--- config.mk ---
export PLATFORM = sky130hd
export DESIGN_NAME = ifetch_unit
export DESIGN_NICKNAME = d
export VERILOG_FILES = /design/src/rtl/ifetch_unit.sv
export SDC_FILE = /design/constraint.sdc
export NUM_CORES = 1
export LEC_CHECK = 0
export ABC_AREA = 1
export CAP_MARGIN = 20
export CORE_MARGIN = 4
export CORE_UTILIZATION = 52
export CTS_BUF_LIST = sky130_fd_sc_hd__clkbuf_8
export DETAILED_ROUTE_END_ITERATION = 6
export HOLD_SLACK_MARGIN = 0.05
export PLACE_DENSITY_LB_ADDON = 0.12
export SLEW_MARGIN = 10
export SYNTH_ARGS = -nofsm -noshare
export SYNTH_HDL_FRONTEND = slang
export SYNTH_SLANG_ARGS = --single-unit
--- constraint.sdc ---
create_clock -name clk -period 3.3 [get_ports clk]
set_input_delay 0.495 -clock clk [delete_from_list [all_inputs] [get_ports clk]]
set_output_delay 0.495 -clock clk [all_outputs]
set_load 0.05 [all_outputs]
--- src/rtl/ifetch_unit.sv ---
// ifetch_unit: fetch responder between pc_gen and instruction memory.
// Credit-limited word reads, in-order response buffer, flush drops stale reads.
module ifetch_unit #(
    parameter int xlen      = 32,
    parameter int MAX_OUTST = 2,
    parameter int BUF_DEPTH = 4
) (
    input  logic            clk,
    input  logic            rst_n,
    input  logic            next_pc_valide,
    input  logic [xlen-1:0] next_pc,
    output logic            pc_ready_o,
    input  logic            flush,
    output logic [xlen-1:0] instruction,
    output logic            instr_fault_o,
    output logic            instr_valid_o,
    input  logic            ok_o,
    output logic            mem_req_o,
    output logic [xlen-1:0] mem_addr_o,
    input  logic            mem_gnt_i,
    input  logic            mem_rvalid_i,
    input  logic [xlen-1:0] mem_rdata_i
);
    localparam int PW = (BUF_DEPTH > 1) ? $clog2(BUF_DEPTH) : 1;

    typedef enum logic [1:0] {IDLE, REQ, DRAIN} state_e;

    state_e               state_q, state_d;
    logic                 req_q, req_d;
    logic [xlen-1:0]      addr_q, addr_d;
    logic [7:0]           outst_q, outst_d;
    logic [7:0]           drop_q, drop_d;
    logic [7:0]           cnt_q, cnt_d;
    logic [PW-1:0]        wptr_q, wptr_d;
    logic [PW-1:0]        rptr_q, rptr_d;
    logic [xlen-1:0]      data_q [BUF_DEPTH];
    logic [xlen-1:0]      data_d [BUF_DEPTH];
    logic [BUF_DEPTH-1:0] flt_q, flt_d;
    logic                 live_q, live_d;

    logic       aligned, accept, gnt_fire, gnt_live, gnt_stale;
    logic       rv_drop, rv_ret, push_ret, push_flt, push, pop;
    logic [7:0] outst_n, drop_n;

    function automatic logic [PW-1:0] ptr_inc(input logic [PW-1:0] p);
        return (p == PW'(BUF_DEPTH - 1)) ? '0 : p + 1'b1;
    endfunction

    // FSM state register
    always_ff @(posedge clk or negedge rst_n) begin
        if (!rst_n) state_q <= IDLE;
        else        state_q <= state_d;
    end

    // FSM next state: DRAIN holds off new fetches until stale reads are gone
    always_comb begin
        state_d = state_q;
        unique case (state_q)
            IDLE: begin
                if (flush)                  state_d = (drop_d != '0) ? DRAIN : IDLE;
                else if (accept && aligned) state_d = REQ;
            end
            REQ: begin
                if (flush)         state_d = DRAIN;
                else if (gnt_fire) state_d = IDLE;
            end
            DRAIN: begin
                if (drop_d == '0 && !req_d) state_d = IDLE;
            end
            default: state_d = IDLE;
        endcase
    end

    // FSM outputs; a misaligned fetch waits for outst=0 so it cannot overtake reads
    always_comb begin
        aligned       = (next_pc[1:0] == 2'b00);
        pc_ready_o    = live_q && (state_q == IDLE) && !req_q && !flush
                        && (outst_q < 8'(MAX_OUTST))
                        && ((cnt_q + outst_q) < 8'(BUF_DEPTH))
                        && (aligned || (outst_q == '0));
        instr_valid_o = (cnt_q != '0);
        instruction   = instr_valid_o ? data_q[rptr_q] : '0;
        instr_fault_o = instr_valid_o && flt_q[rptr_q];
        mem_req_o     = req_q;
        mem_addr_o    = addr_q;
    end

    // Credit, drop and buffer bookkeeping
    always_comb begin
        accept    = next_pc_valide && pc_ready_o;
        gnt_fire  = req_q && mem_gnt_i;
        gnt_live  = gnt_fire && (state_q != DRAIN);
        gnt_stale = gnt_fire && (state_q == DRAIN);
        rv_drop   = mem_rvalid_i && (drop_q != '0);
        rv_ret    = mem_rvalid_i && (drop_q == '0) && (outst_q != '0);
        outst_n   = outst_q + {7'b0, gnt_live} - {7'b0, rv_ret};
        drop_n    = drop_q + {7'b0, gnt_stale} - {7'b0, rv_drop};
        push_ret  = rv_ret && !flush;
        push_flt  = accept && !aligned;
        push      = push_ret || push_flt;
        pop       = instr_valid_o && ok_o && !flush;

        live_d  = 1'b1;
        req_d   = req_q;
        addr_d  = addr_q;
        outst_d = outst_n;
        drop_d  = drop_n;
        cnt_d   = cnt_q;
        wptr_d  = wptr_q;
        rptr_d  = rptr_q;
        data_d  = data_q;
        flt_d   = flt_q;

        if (accept && aligned) begin
            req_d  = 1'b1;
            addr_d = {next_pc[xlen-1:2], 2'b00};
        end else if (gnt_fire) begin
            req_d = 1'b0;
        end

        if (flush) begin
            outst_d = '0;
            drop_d  = drop_n + outst_n;
            cnt_d   = '0;
            wptr_d  = '0;
            rptr_d  = '0;
        end else begin
            if (push) begin
                data_d[wptr_q] = push_flt ? xlen'(32'h13) : mem_rdata_i;
                flt_d[wptr_q]  = push_flt;
                wptr_d         = ptr_inc(wptr_q);
            end
            if (pop) rptr_d = ptr_inc(rptr_q);
            cnt_d = cnt_q + {7'b0, push} - {7'b0, pop};
        end
    end

    // Datapath registers
    always_ff @(posedge clk or negedge rst_n) begin
        if (!rst_n) begin
            live_q  <= 1'b0;
            req_q   <= 1'b0;
            addr_q  <= '0;
            outst_q <= '0;
            drop_q  <= '0;
            cnt_q   <= '0;
            wptr_q  <= '0;
            rptr_q  <= '0;
            data_q  <= '{default: '0};
            flt_q   <= '0;
        end else begin
            live_q  <= live_d;
            req_q   <= req_d;
            addr_q  <= addr_d;
            outst_q <= outst_d;
            drop_q  <= drop_d;
            cnt_q   <= cnt_d;
            wptr_q  <= wptr_d;
            rptr_q  <= rptr_d;
            data_q  <= data_d;
            flt_q   <= flt_d;
        end
    end

    rvalid_expected: assert property (@(posedge clk) disable iff (!rst_n)
        mem_rvalid_i |-> (outst_q != '0 || drop_q != '0));

endmodule
==> results of run 1 <==
==> power groups by stage <==
stage | sequential [mW] | combinational [mW] | clock [mW]
finish | 2.71 | 6.58 | 1.54
global route | 2.73 | 7.23 | 1.68
CTS | 2.70 | 6.15 | 1.58
detailed placement | 2.74 | 5.61 | 0
global placement | 2.73 | 5.54 | 0
floorplan | 2.75 | 3.24 | 0
==> flip-flops by register name, summed over array words and instances, names as in the netlist <==
register    count
cnt_q           8
state_q         2
live_q          1
wptr_q          2
outst_q         8
drop_q          8
mem_addr_o     30
flt_q           4
data_q        128
rptr_q          2
mem_req_o       1
==> through the flow <==
step	hold slack (ns)	setup TNS (ns)	power [mW]	worst slack [ns]	instances
after floorplan	0.199	-0.539	5.99	-0.305	1460
after global placement	0.448	-3.53	8.27	-0.904	1884
after detailed placement	0.453	-4.66	8.35	-0.943	1884
after CTS	0.105	-2.05	10.4	-0.595	1946
after global routing	0.113	-5.63	11.6	-1.04	1952
final	0.0695	-4.09	10.8	-0.886	1952
==> layout by cell type (no fill, tap or decap), types with 3 or more instances in the layout <==
| cell | netlist | routed |
|---|---|---|
| nor2_1 | 207 | 200 |
| clkbuf_8 | 0 | 19 |
| conb_1 | 2 | 3 |
| xor2_1 | 7 | 6 |
| dfrtp_1 | 194 | 192 |
| nor2_4 | 0 | 5 |
| buf_6 | 0 | 13 |
| inv_1 | 128 | 110 |
| nand3_1 | 56 | 50 |
| nand2_1 | 387 | 366 |
| ha_1 | 52 | 39 |
| o21ai_0 | 80 | 78 |
| inv_4 | 0 | 3 |
| nor3_1 | 6 | 3 |
| nand3_2 | 0 | 6 |
| buf_12 | 0 | 39 |
| a21oi_1 | 84 | 78 |
| inv_8 | 0 | 3 |
| a21oi_2 | 0 | 6 |
| nand3b_1 | 3 | 3 |
| nand2_4 | 0 | 5 |
| clkdlybuf4s50_1 | 0 | 100 |
| inv_2 | 5 | 22 |
| nand2_2 | 2 | 17 |
| ha_4 | 0 | 13 |
| inv_6 | 0 | 6 |
| nor3_2 | 1 | 3 |
| nand4_1 | 127 | 127 |
| buf_4 | 6 | 126 |
==> how the worst min path moves through the flow <==
stage | start | cells after the start | slack (ns) | to
after floorplan | rst_n | 0 | 0.20 | cnt_q[0]
after global placement | data_q[25] | 2 | 0.45 | data_q[25]
after detailed placement | data_q[80] | 2 | 0.45 | data_q[80]
after CTS | rst_n | 1 | 0.11 | live_q
after global routing | rst_n | 1 | 0.11 | cnt_q[6]
final | rst_n | 1 | 0.07 | live_q
==> final cells by class <==
type	count	area [um^2]	share of cell area
multi-input combinational	1038	5580	0.380
timing repair buffer	283	3000	0.204
clock buffer	18	248	0.0169
clock inverter	14	138	0.00938
inverter	135	514	0.0351
sequential	194	4860	0.331
tap	270	338	0.0230
==> synthesized netlist by cell type (all sizes together), types with 3 or more instances <==
cell type and instances:
nor2 207, a21oi 84, buf 36, xor2 7
dfrtp 194, ha 52, nand3 56, nand4 128
fa 4, nor3 7, o21ai 80, inv 133
or2 3, nand3b 3, nand2 389, clkbuf 57
==> metal layers <==
layer | part of all wire | global-route usage | vias up
met5 | 0 | 0 | -
met4 | 0.017 | 0.0798 | 0
met3 | 0.080 | 0.0562 | 47
met2 | 0.48 | 0.424 | 434
met1 | 0.43 | 0.382 | 5115
li1 | - | - | 5146
==> kinds of logic after synthesis <==
family,after synthesis,synth area share
other cells,2,0.000689
flops,194,0.445
compound gates,173,0.0814
simple gates,797,0.315
buf+inv,228,0.0830
fa+ha+maj,56,0.0670
xor+xnor,9,0.00723
==> critical path: cells and delay by family (launching register included) <==
family,cells,cell delay (ns)
compound gates,2,0.36
xor+xnor,1,0.18
fa+ha+maj,5,1.15
buf+inv,7,0.63
flops,1,0.38
simple gates,16,1.35
==> timing repair <==
item	CTS	global route
gates resized for setup	85	42
setup buffers	33	10
gates cloned	2	0
pin swaps	27	40
endpoints found under the hold margin	0	0
setup endpoints to repair	22	130
==> results.json, run 1 <==
{
  "synth_edf_count": 0,
  "p_seq_frac": 0.250,
  "power.internal_mw": 6.17,
  "p_sw_frac": 0.431,
  "r2r.worst_path.cells": 31,
  "synth.distinct_cells": 35,
  "max_cap_violations": 0,
  "yosysTopAreaCell": "dfrtp_1",
  "clkLatencyLatePin_ns": 0.47,
  "coreArea_um2": 20400,
  "rsz0062_at_grt": "yes",
  "firstDrtPassIters": 5,
  "critPathCapture": "state_q[1]",
  "slowest_delay_ns": 0.39,
  "crit_path_start": "drop_q[7]",
  "path_clk_slew_ns": 0.11,
  "min_path_type": "input port to asynchronous set/reset pin",
  "clkPwrFrac": 0.142,
  "final_cell_area_um2": 14700,
  "cts_root_buffer": "clkbuf_8",
  "synth.top_cell.area_share": 0.445,
  "clockBufferDepth": 2,
  "synthTopCellsByArea": "dfrtp_1, nand2_1, nand4_1, nor2_1, ha_1",
  "gr-total-overflow": 0,
  "ant_nets": 0,
  "grt_max_degree": 122,
  "reg2reg_slack_ns": -0.89,
  "synth_warnings": 0,
  "grt_pass1_vias": 10400,
  "hold_buffers": 0,
  "seq_area_frac_synth": 0.445,
  "dieArea_um2": 23300,
  "num_rows": 52,
  "fin_util": 0.718,
  "detail_route.vias_per_cell": 5.50,
  "violations": "negative setup slack",
  "powerDensity_nw_per_um2": 739,
  "synth_area_um2": 10900,
  "nNetsFinal": 1796,
  "period_share": 1.27,
  "critPathMaxFanout": 4,
  "pin_count": 139,
  "post_drt_wl_per_cell_um": 16.5,
  "fillers": 1630,
  "setup_ws_ns": -0.886,
  "worst_path_max_delay_cell": "fa_2",
  "cts_tree": "built",
  "syn_inst": 1459,
  "dp_hpwl_um": 19200,
  "avgSynthCellArea_um2": 7.47,
  "critPathMostFrequentCell": "nand2_1",
  "cts_buffers": 17,
  "diodes": 0,
  "setup-violations-final": 9,
  "worstSetupStartpointType": "flip-flop",
  "dieWidth_um": 153,
  "die_h_um": 153,
  "outcome": "finished, violations left",
  "portBuffers": 136,
  "clkSinkCount": 194,
  "cp.arrival_ns": 4.55,
  "synthArstFlopShare": 1.00,
  "crit_required_ns": 3.66,
  "drt_wl_total_um": 32200,
  "ys_ff_latch": 194,
  "initial_core_util": 0.534,
  "path_class": "flip-flop to flip-flop",
  "slew_violations": 0,
  "max_freq_mhz": 239,
  "ys.flop_type": "dfrtp_1",
  "p_comb_frac": 0.608,
  "antenna_found_initial": 0,
  "grt_pass1_wl_um": 52200,
  "r2r-end": "state_q[1]",
  "tightest_slew_ns": 0.919,
  "cp-end-kind": "flip-flop",
  "vias": 10700,
  "slew_headroom": 0.387,
  "regToRegStartpoint": "drop_q[7]",
  "place_area_um2": 13500,
  "drtIter0Drc": 857,
  "synthToLayoutAreaGrowth_pct": 34.6,
  "track_usage": 0.270,
  "vdd_ir_drop_max_mv": 0.430,
  "drive_above_1_share": 0.185,
  "hold_viol": 0,
  "skew_ns": 0.0162,
  "drc_errors": 0,
  "gp_congestion": 0.851,
  "h-tree-depth": 4,
  "power_switching_mw": 4.67,
  "p_leak_nw": 7.65,
  "fin_crit_ns": 4.19
}
Note: power is estimated with default switching activity, not from simulation.
==> inputs of run 2 (changes only) <==
- CELL_PAD_IN_SITES_DETAIL_PLACEMENT: default -> 0
- CELL_PAD_IN_SITES_GLOBAL_PLACEMENT: default -> 1
- CORE_UTILIZATION: 52 -> 38
- PLACE_DENSITY_LB_ADDON: 0.12 -> 0.2
==> run 2 against run 1 <==
- the flow still finishes with violations (negative setup slack)
- combinational power increased by 1%
- non-clock buffer count unchanged
- clock skew increased by 0.0096 ns
- sequential cell count unchanged
- highest routed layer unchanged
- first-iteration DRC count decreased by 18%
- maximum frequency increased by 5.9%
- cell count increased by 5.5%
- critical path depth decreased by 1
- worst hold slack got worse by 0.033 ns
- count of clock-buffer cells in the layout unchanged
==> results.json, run 2 (synthesis gave the netlist of run 1 again) <==
{
  "outcome": "finished, violations left",
  "violations": "negative setup slack",
  "grt_pass1_vias": 10300,
  "pin_count": 139,
  "slowest_delay_ns": 0.39,
  "setup-violations-final": 8,
  "grt_max_degree": 117,
  "layout.cells.non_filler": 2060,
  "drc_errors": 0,
  "gr-total-overflow": 0,
  "clkSinkCount": 194,
  "drtIter0Drc": 699,
  "min_path_type": "input port to asynchronous set/reset pin",
  "vdd_ir_drop_max_mv": 0.482,
  "period_share": 1.20,
  "p_sw_frac": 0.426,
  "clkLatencyLatePin_ns": 0.48,
  "power.internal_mw": 6.33,
  "crit_required_ns": 3.67,
  "max_cap_violations": 0,
  "r2r.worst_path.cells": 30,
  "critPathMostFrequentCell": "nand2_1",
  "skew_ns": 0.0258,
  "post_drt_wl_per_cell_um": 15.6,
  "critPathMaxFanout": 4,
  "ant_nets": 0,
  "nNetsFinal": 1796,
  "vias": 10300,
  "rsz0062_at_grt": "yes",
  "p_leak_nw": 7.55,
  "cts_tree": "built",
  "clkPwrFrac": 0.148,
  "fillers": 2734,
  "hold_viol": 0,
  "synthToLayoutAreaGrowth_pct": 34.6,
  "slew_violations": 0,
  "gp_congestion": 0.814,
  "worst-path-buf-inv": 6,
  "portBuffers": 136,
  "dp.cells": 2009,
  "path_class": "flip-flop to flip-flop",
  "p_seq_frac": 0.246,
  "max_freq_mhz": 253,
  "mostFrequentLayoutCells": "nand2_1, nor2_1, dfrtp_1",
  "antenna_found_initial": 0,
  "top_register": "data_q",
  "tightest_slew_ns": 0.814,
  "drive_above_1_share": 0.183,
  "cp_top_family": "simple AND/OR/NAND/NOR gates",
  "cp.arrival_ns": 4.32,
  "dieArea_um2": 31500,
  "hold_buffers": 0,
  "regToRegStartpoint": "drop_q[7]",
  "dieWidth_um": 177,
  "power_switching_mw": 4.69,
  "cts_buffers": 17,
  "h-tree-depth": 4,
  "fin_crit_ns": 3.95,
  "dp_slack_ns": -1.06,
  "dp_hpwl_um": 20900,
  "largest_reg_flops": 128,
  "drt_wl_total_um": 32100,
  "powerDensity_nw_per_um2": 751,
  "setup_ws_ns": -0.653,
  "coreArea_um2": 28000,
  "detail_route.vias_per_cell": 5.00,
  "finalPower_mw": 11.0,
  "die_h_um": 177,
  "final_common_cell": "nand2_1",
  "initial_core_util": 0.389,
  "num_rows": 61,
  "worst_path_max_delay_cell": "dfrtp_1",
  "reg2reg_slack_ns": -0.65,
  "cts_root_buffer": "clkbuf_8",
  "clockBufferDepth": 2,
  "worstSetupStartpointType": "flip-flop",
  "p_comb_frac": 0.606,
  "track_usage": 0.205,
  "diodes": 0,
  "cp-end-kind": "flip-flop",
  "slew_headroom": 0.458,
  "path_clk_slew_ns": 0.12,
  "grt_pass1_wl_um": 52600,
  "firstDrtPassIters": 5,
  "r2r-end": "state_q[1]"
}
-- run 2: cell types whose count changed in the layout (fill, tap and decap cells not counted), sizes merged --
| cell | delta |
|---|---|
| clkinv | +6 |
| inv | -4 |
| buf | +2 |
| bufbuf | -2 |
| clkinvlp | -2 |
-- run 2: through the flow --
stage	setup TNS [ns]	instance area [um^2]	hold WS (ns)	util
CTS	-2.28	14300	0.0526	0.512
floorplan	-0.539	10900	0.199	-
global route	-5.47	14700	0.0774	0.524
finish	-2.94	14700	0.0361	0.524
global placement	-6.32	13700	0.448	0.490
detailed placement	-6.97	13700	0.453	0.490
-- run 2: how the worst max path moves through the flow --
stage,from,endpoint,cells past startpoint
finish,drop_q[7],state_q[1],30
global route,drop_q[7],state_q[1],30
CTS,drop_q[7],state_q[1],30
detailed placement,mem_rvalid_i,state_q[1],27
global placement,mem_gnt_i,state_q[1],28
floorplan,outst_q[4],state_q[1],28
-- run 2: power by group through the flow --
stage / clock network [mW] / registers, mW / logic, mW
after floorplan: 0 / 2.75 / 3.24
after global placement: 0 / 2.74 / 5.79
after detailed placement: 0 / 2.74 / 5.81
after CTS: 1.70 / 2.71 / 6.05
after global routing: 1.79 / 2.73 / 7.41
final: 1.64 / 2.71 / 6.67
-- run 2: final cells by class --
type / count / area, um^2 / share of cell area
Tap cell: 378 / 473 / 0.0322
Sequential cell: 194 / 4860 / 0.331
Inverter: 135 / 508 / 0.0346
Clock buffer: 18 / 248 / 0.0169
Multi-Input combinational cell: 1038 / 5510 / 0.375
Timing Repair Buffer: 283 / 2910 / 0.198
Clock inverter: 14 / 175 / 0.0119
-- run 2: timing repair --
item / 4_1_cts / 5_1_grt
endpoints found under the setup margin: 80 / 61
resized for setup: 28 / 75
buffers inserted: 9 / 14
pin swaps: 20 / 31
-- run 2: metal layers --
metal,share of wire,global-route usage
met1,0.47,0.284
met2,0.48,0.344
met3,0.046,0.0324
met4,0.0098,0.0422
met5,0,0
